`src/rtl/opcode_pipe_if.sv`:
```
// ============================================================================
// opcode_pipe_if : fetch/flush inputs and per-stage opcode outputs of opcode_pipe
// Optional: OPCODE_PIPE_STALL_COUNT_EN adds stall_count. Revision: 1.0
// ============================================================================
`default_nettype none

interface opcode_pipe_if;
    logic [15:0] instr_in;
    logic        instr_valid;
    logic        flush;
    logic [3:0]  opcode_id;
    logic [3:0]  opcode_ex;
    logic [3:0]  opcode_mem;
    logic [3:0]  opcode_wb;
    logic [3:0]  function_code_wb;
    logic        stall;
    logic        halted;
`ifdef OPCODE_PIPE_STALL_COUNT_EN
    logic [15:0] stall_count;
`endif

    modport master (
        output instr_in, instr_valid, flush,
        input  opcode_id, opcode_ex, opcode_mem, opcode_wb, function_code_wb,
        input  stall, halted
`ifdef OPCODE_PIPE_STALL_COUNT_EN
        , input stall_count
`endif
    );

    modport slave (
        input  instr_in, instr_valid, flush,
        output opcode_id, opcode_ex, opcode_mem, opcode_wb, function_code_wb,
        output stall, halted
`ifdef OPCODE_PIPE_STALL_COUNT_EN
        , output stall_count
`endif
    );
endinterface

`default_nettype wire

```
`src/rtl/opcode_pipe.sv`:
```
// ============================================================================
// opcode_pipe : ID/EX/MEM/WB opcode pipeline with load-use stall, flush, HALT drain
// Optional: OPCODE_PIPE_STALL_COUNT_EN adds a saturating stall counter. Revision: 1.0
// ============================================================================
`default_nettype none

module opcode_pipe #(
    parameter logic [3:0] NOP_OP  = 4'b1000,
    parameter logic [3:0] HALT_OP = 4'b1111,
    parameter logic [3:0] LBU_OP  = 4'b0100,
    parameter logic [3:0] LW_OP   = 4'b0110
) (
    input  wire logic    clk,
    input  wire logic    rst,
    opcode_pipe_if.slave bus
);

    localparam logic [15:0] c_bubble     = {NOP_OP, 12'h000};
    localparam logic [7:0]  c_bubble_opf = {NOP_OP, 4'h0};

    // ID/EX keep {op, op1, op2, func}; past EX the register fields feed nothing,
    // so MEM/WB carry only {op, func}.
    logic [15:0] r_id;
    logic [15:0] r_ex;
    logic [7:0]  r_mem;
    logic [7:0]  r_wb;
    logic        r_halted;

    logic [15:0] w_id_nxt;
    logic [15:0] w_ex_nxt;
    logic        w_halt_hold;
    logic        w_hazard;
    logic        w_stall;
    logic        w_halted_nxt;

    always_comb begin
        w_halt_hold = (r_id[15:12] == HALT_OP);
        w_hazard    = ((r_ex[15:12] == LBU_OP) || (r_ex[15:12] == LW_OP)) &&
                      (r_id[15:12] != NOP_OP) &&
                      ((r_ex[11:8] == r_id[11:8]) || (r_ex[11:8] == r_id[7:4]));
        w_stall     = w_hazard && !bus.flush && !w_halt_hold;

        w_id_nxt = bus.instr_valid ? bus.instr_in : c_bubble;
        w_ex_nxt = r_id;
        if (bus.flush) begin
            w_id_nxt = c_bubble;
            w_ex_nxt = c_bubble;
        end else if (w_halt_hold || w_hazard) begin
            w_id_nxt = r_id;
            w_ex_nxt = c_bubble;
        end

        // Evaluated on next-state values so halted rises with the drained pipe.
        w_halted_nxt = r_halted ||
                       ((w_id_nxt[15:12] == HALT_OP) && (w_ex_nxt[15:12] == NOP_OP) &&
                        (r_ex[15:12] == NOP_OP) && (r_mem[7:4] == NOP_OP));
    end

    always_ff @(posedge clk or posedge rst) begin
        if (rst) begin
            r_id     <= c_bubble;
            r_ex     <= c_bubble;
            r_mem    <= c_bubble_opf;
            r_wb     <= c_bubble_opf;
            r_halted <= 1'b0;
        end else begin
            r_id     <= w_id_nxt;
            r_ex     <= w_ex_nxt;
            r_mem    <= {r_ex[15:12], r_ex[3:0]};
            r_wb     <= r_mem;
            r_halted <= w_halted_nxt;
        end
    end

    assign bus.opcode_id        = r_id[15:12];
    assign bus.opcode_ex        = r_ex[15:12];
    assign bus.opcode_mem       = r_mem[7:4];
    assign bus.opcode_wb        = r_wb[7:4];
    assign bus.function_code_wb = r_wb[3:0];
    assign bus.stall            = w_stall;
    assign bus.halted           = r_halted;

`ifdef OPCODE_PIPE_STALL_COUNT_EN
    logic [15:0] r_stall_count;

    always_ff @(posedge clk or posedge rst) begin
        if (rst) begin
            r_stall_count <= 16'h0000;
        end else if (w_stall && !bus.flush && (r_stall_count != 16'hFFFF)) begin
            r_stall_count <= r_stall_count + 16'h0001;
        end
    end

    assign bus.stall_count = r_stall_count;
`endif

endmodule

`default_nettype wire

```
`src/flat_wrapper.sv`:
```
// flat-port wrapper written by rule: the top's interface ports become plain ports
module opcode_pipe_flat 
#(
    parameter logic [3:0] NOP_OP  = 4'b1000,
    parameter logic [3:0] HALT_OP = 4'b1111,
    parameter logic [3:0] LBU_OP  = 4'b0100,
    parameter logic [3:0] LW_OP   = 4'b0110
)
  (clk, rst, bus_instr_in, bus_instr_valid, bus_flush, bus_opcode_id, bus_opcode_ex, bus_opcode_mem, bus_opcode_wb, bus_function_code_wb, bus_stall, bus_halted);
  opcode_pipe_if bus_i ();
  input  wire logic clk;
  input  wire logic rst;
  input wire logic [$bits(bus_i.instr_in)-1:0] bus_instr_in;
  input wire logic [$bits(bus_i.instr_valid)-1:0] bus_instr_valid;
  input wire logic [$bits(bus_i.flush)-1:0] bus_flush;
  output wire logic [$bits(bus_i.opcode_id)-1:0] bus_opcode_id;
  output wire logic [$bits(bus_i.opcode_ex)-1:0] bus_opcode_ex;
  output wire logic [$bits(bus_i.opcode_mem)-1:0] bus_opcode_mem;
  output wire logic [$bits(bus_i.opcode_wb)-1:0] bus_opcode_wb;
  output wire logic [$bits(bus_i.function_code_wb)-1:0] bus_function_code_wb;
  output wire logic [$bits(bus_i.stall)-1:0] bus_stall;
  output wire logic [$bits(bus_i.halted)-1:0] bus_halted;
  assign bus_i.instr_in = bus_instr_in;
  assign bus_i.instr_valid = bus_instr_valid;
  assign bus_i.flush = bus_flush;
  assign bus_opcode_id = bus_i.opcode_id;
  assign bus_opcode_ex = bus_i.opcode_ex;
  assign bus_opcode_mem = bus_i.opcode_mem;
  assign bus_opcode_wb = bus_i.opcode_wb;
  assign bus_function_code_wb = bus_i.function_code_wb;
  assign bus_stall = bus_i.stall;
  assign bus_halted = bus_i.halted;
  opcode_pipe #(.NOP_OP(NOP_OP), .HALT_OP(HALT_OP), .LBU_OP(LBU_OP), .LW_OP(LW_OP)) u_core (.clk(clk), .rst(rst), .bus(bus_i));
endmodule
```
`config.mk`:
```
export PLATFORM = sky130hd
export DESIGN_NAME = opcode_pipe_flat
export DESIGN_NICKNAME = d
export VERILOG_FILES = /design/src/rtl/opcode_pipe_if.sv /design/src/rtl/opcode_pipe.sv /design/src/flat_wrapper.sv
export SDC_FILE = /design/constraint.sdc
export NUM_CORES = 1
export LEC_CHECK = 0
export CORE_ASPECT_RATIO = 1.5
export CORE_MARGIN = 3
export CORE_UTILIZATION = 40
export CTS_CLUSTER_SIZE = 12
export DETAILED_ROUTE_END_ITERATION = 8
export HOLD_SLACK_MARGIN = 0.15
export PLACE_DENSITY = 0.66
export SETUP_SLACK_MARGIN = 0.2
export SLEW_MARGIN = 20
export SYNTH_ARGS = -nofsm -noshare
export SYNTH_HDL_FRONTEND = slang
export SYNTH_SLANG_ARGS = --single-unit
```
`constraint.sdc`:
```
create_clock -name clk -period 2.25 [get_ports clk]
set_input_delay 0.675 -clock clk [delete_from_list [all_inputs] [get_ports clk]]
set_output_delay 0.675 -clock clk [all_outputs]
set_load 0.02 [all_outputs]
```
Word level (Yosys, flattened, before mapping)
Index checks and enable logic that the tools add are counted.
{"block": "word_totals", "input_bits": 20, "latchBits": 0, "out_inout_bits": 22, "regBits": 49, "ramBits": 0, "memories": 0, "rom_bits": 0}
{"block": "op_classes", "n_shift": 0, "reduce_logical": 13, "n_bitwise": 0, "n_lt_le_gt_ge": 0, "muxes": 5, "multipliers": 0, "n_addsub": 0, "div": 0, "eq_ne": 11}
{"op": "16-bit two-way mux", "n": 5}
{"op": "4-bit equality test, second input constant", "n": 5}
{"op": "4-bit by 3-bit equality test with 1-bit output, second input constant", "n": 2}
{"op": "4-bit equality test", "n": 2}
{"op": "1-bit logical AND", "n": 7}
{"op": "1-bit logical OR", "n": 4}
{"op": "4-bit != test, second input constant", "n": 1}
{"op": "1-bit zero test", "n": 2}
{"op": "2-bit != test, second input constant", "n": 1}

Longest topological paths before layout
{"block": "depth", "word_depth": 12, "depth_mapped": 6}

Worst setup path before layout
No wires, ideal clock.
{"block": "synth_timing", "path_type": "reg2out", "start": "reg u_core.r_ex[11]", "end": "out bus_stall", "setup_slack_ps": -62, "t_arrival_ps": 1637, "path_stages_with_launch": 5, "path_buffers": 0, "required_time_ps": 1575, "cell_sequence": "dfrtp_1 xor2_1 nor4_2 o21ai_4 nor3b_1"}
{"block": "synth_between", "elab_chain_len": 5}
{"item": "start: declaration", "line": "opcode_pipe.sv:24", "source": "logic [15:0] r_ex;"}
{"item": "start signal: assignment", "line": "opcode_pipe.sv:62", "source": "r_ex <= c_bubble;"}
{"item": "start signal: assignment", "line": "opcode_pipe.sv:68", "source": "r_ex <= w_ex_nxt;"}
{"item": "4-bit equality test", "line": "opcode_pipe.sv:40", "source": "((r_ex[11:8] == r_id[11:8]) || (r_ex[11:8] == r_id[7:4]));"}
{"item": "1-bit logical OR (*)", "line": "opcode_pipe.sv:40"}
{"item": "1-bit logical AND (*)", "line": "opcode_pipe.sv:39", "source": "(r_id[15:12] != NOP_OP) &&"}
{"item": "1-bit logical AND (*) (2 in a row)", "line": "opcode_pipe.sv:41", "source": "w_stall = w_hazard && !bus.flush && !w_halt_hold;"}
{"item": "end: declaration", "line": "flat_wrapper.sv:21", "source": "output wire logic [$bits(bus_i.stall)-1:0] bus_stall;"}
Every way passes the cells marked *; elsewhere a longest branch is shown, timed or not.

Final worst setup path
{"block": "layout_timing", "start": "reg u_core.r_id[15]", "end": "out bus_stall"}
{"block": "layout_between", "elab_chain_len": 5}
{"item": "start: declaration", "line": "opcode_pipe.sv:23", "source": "logic [15:0] r_id;"}
{"item": "start signal: assignment", "line": "opcode_pipe.sv:61", "source": "r_id <= c_bubble;"}
{"item": "start signal: assignment", "line": "opcode_pipe.sv:67", "source": "r_id <= w_id_nxt;"}
{"item": "4-bit != test", "line": "opcode_pipe.sv:39"}
{"item": "1-bit logical AND", "line": "opcode_pipe.sv:38", "source": "w_hazard = ((r_ex[15:12] == LBU_OP) || (r_ex[15:12] == LW_OP)) &&"}
{"item": "1-bit logical AND", "line": "opcode_pipe.sv:39"}
{"item": "1-bit logical AND", "line": "opcode_pipe.sv:41"}
{"item": "1-bit logical AND (*)", "line": "opcode_pipe.sv:41"}
Marked as above.

==> qor.csv <==
stage;metric;value;unit
setup_path;crit_fanout;2;
global_route;grt.total_usage;0.147;
sta;max_slew_margin;0.630;
clocking;cts_made_buffers;5;
sta;skew;0.00439;ns
synthesis;yosysMostFrequentCell;dfrtp_1;
hold_path;min_path_cells;0;
setup_path;cp_slowest_cell;dfstp_2;
sta;timing.fmax;420;MHz
drt;drt_iter0_markers;40;
setup_path;end_kind;output pin;
global_route;grt_max_degree;32;
place;placed_cell_area;2410;um2
drt;vias;1261;
clocking;htree_levels;2;
clocking;cts_tree;done;
setup_path;reg2reg_slack;0.30;ns
die;ios;42;
synthesis;yosys.cell_types.count;30;
synthesis;ys_seq_area_frac;0.603;
setup_path;path_cells;or4b_4 > and2_4 > o21ai_4 > nor3b_4 > buf_6;
sta;finalWorstSetupSlack;-0.131;ns
drt;routedWlPerCell;13.6;um
hold_path;min_to;u_core.r_mem[2]$_DFF_PP0_;
synthesis;async_flop_share;1.00;
drt;top_layer;met4;
synthesis;synth.ff_latch_count;45;
global_route;grt_overflow;0;
cells_and_area;final_area;2570;um2
clocking;hold_buffers;0;
drt;wl_met2;2.03;mm
run_status;status;complete, but fails checks;
sta;whs;0.352;ns
pwr;p_per_area;694;nW/um2
die;core-area;4390;um2
pwr;p_leak;1.22;nW
sta;worst_slew_pin_slew;0.552;ns
drt;wl_met1;1.39;mm
run_status;violations;setup timing;
synthesis;synth_warnings;0;
clocking;cts.path.max_buffers;2;
setup_path;path_buf_inv;1;
synthesis;synthFlopType;dfrtp_1;
place;gp_congestion;0.851;
die;start_util;0.427;
setup_path;worst-r2r-cell-count;6;
global_route;grt_pass1_vias;1374;
die;die-height;89.9;um
place;portBuffers;41;
drt;post_drt_via_cell_ratio;4.71;
cells_and_area;fin_nets;225;
setup_path;worst_setup_path_start_kind;flip-flop;
drt;drc;0;
synthesis;synthesis.nets;172;
setup_path;critPathMaxStageDelay;0.53;ns
die;die_x;61.9;um
sta;finalSetupViolCount;1;
setup_path;crit_type;flip-flop to output pin;
drt;drt_pass1_iterations;4;
global_route;grt_antenna_before_repair;0;
die;std_cell_rows;29;
sta;hold_viol_final;0;
setup_path;cp.required;1.57;ns
clocking;clock_sinks;45;
place;hpwl;2.70;mm
place;place_ws;-0.376;ns
drt;drt_wl_total;3.63;mm
setup_path;cp_top_family;simple AND/OR/NAND/NOR gates;
cells_and_area;n_antenna_cell;0;
sta;slew_viol_final;0;
setup_path;r2r_end;u_core.r_ex[11]$_DFF_PP0_;
synthesis;synthTopCellsByArea;dfrtp_1, mux2i_1, dfstp_2, buf_4, nand2b_1;
flow_run;drv_cap;0;
clocking;clock_latency;0.30;ns
sta;grt_setup_unrepaired;true;
global_route;grt_pass1_wl;6.18;mm
synthesis;synth_top_area_frac;0.547;
sta;post-route-period-util;1.06;
hold_path;hp-class;flip-flop to flip-flop;
drt;ant_nets;0;
sta;period_minus_slack;2.38;ns
clocking;cts_root_buf;clkbuf_8;
synthesis;postSynthAreaPerCell;12.3;um2
die;die-area;5570;um2
synthesis;netlist_instances;152;
pwr;ir_drop;0.368;mV
synthesis;ys_top_cells_by_count;dfrtp_1, nand2_1, buf_4, nand2b_1, mux2i_1;
setup_path;critical_path_arrival;1.71;ns
cells_and_area;syn_to_final_growth;36.9;%
pwr;finalPower;0.00178;W
cells_and_area;drive_above_1_share;0.223;
hold_path;worstHoldStart;u_core.r_ex[2]$_DFF_PP0_;
synthesis;netlist_area;1880;um2
synthesis;synth_enable_flop_cells;0;
cells_and_area;fin_util;0.585;
drt;met3_length;133;um
synthesis;synth_top_cell_by_area;dfrtp_1;
setup_path;r2r-start;u_core.r_id[15]$_DFF_PP1_;
clocking;clk_pin_slew;0.08;ns
-- layer usage --
layer  vias to the layer above  global-route usage
met4                         0              0.0637
met2                        34               0.256
met3                         8              0.0401
met5                         -                   0
li1                        590                   -
met1                       629               0.157
-- how the worst max path moves through the flow --
stage                                          start   endpoint  slack [ns]  depth (start not counted)
after CTS                  u_core.r_id[15]$_DFF_PP1_  bus_stall       -0.14                          5
after detailed placement                   bus_flush  bus_stall       -0.38                          3
after global routing      u_core.r_id[9]$_DFFE_PP0P_  bus_stall       -0.18                          6
after global placement                     bus_flush  bus_stall       -0.38                          3
final                      u_core.r_id[15]$_DFF_PP1_  bus_stall       -0.13                          5
after floorplan           u_core.r_id[4]$_DFFE_PP0P_  bus_stall        0.20                          4
-- state kept, by name (all words and copies together), names as in the netlist --
name,count
u_core.bus.halted,1
u_core.r_ex,12
u_core.r_id,16
u_core.r_mem,8
u_core.r_wb,8
-- through the flow --
stage | setup TNS [ns] | instances
after global placement | -1.58 | 257
after CTS | -0.139 | 266
after detailed placement | -2.55 | 257
after global routing | -0.183 | 268
final | -0.131 | 268
after floorplan | 0 | 152
-- cell type report --
cell class                 count  area [um2]
sequential                    45        1130
fill                         354        1820
inverter                       1        3.75
tap                           62        77.6
multi-input combinational     89         641
timing repair buffer          63         578
clock inverter                 3        68.8
clock buffer                   5        68.8
-- report_power, final --
group          total [W]  internal, W  switching [W]
combinational   0.000199     0.000107      0.0000915
clock           0.000727     0.000447       0.000280
sequential      0.000856     0.000840      0.0000163
-- cell families (layout without fill, tap and decap cells) --
logic type                count (synthesis)  count (layout)  synth area share
AOI/OAI and AO/OA                        10              10            0.0453
xor gates and xnor gates                  8               8            0.0373
buffers and inverters                    18              72            0.0660
DFF                                      45              45             0.603
muxes                                    12              12            0.0640
and+or+nand+nor                          59              59             0.185
-- timing repair --
action                                  in CTS  in global routing
setup buffers                                1                  2
gates resized for setup                     18                  2
endpoints found under the setup margin      32                  3
-- cells in the final DEF (no fill, tap or decap), types with 2 or more instances in the layout --
master	netlist	final
clkdlybuf4s50_1	0	31
mux2i_1	12	12
nor4_2	2	2
nor3b_1	3	2
buf_4	13	21
dfstp_2	4	4
xor2_1	8	8
dfrtp_1	41	41
nand2b_1	13	13
dlygate4sd2_1	0	7
clkbuf_8	0	5
and2_1	11	11
a311oi_1	3	3
nor2_1	5	5
nand2_1	17	17
bufinv_16	0	2
Note: power is estimated with default switching activity, not from simulation.
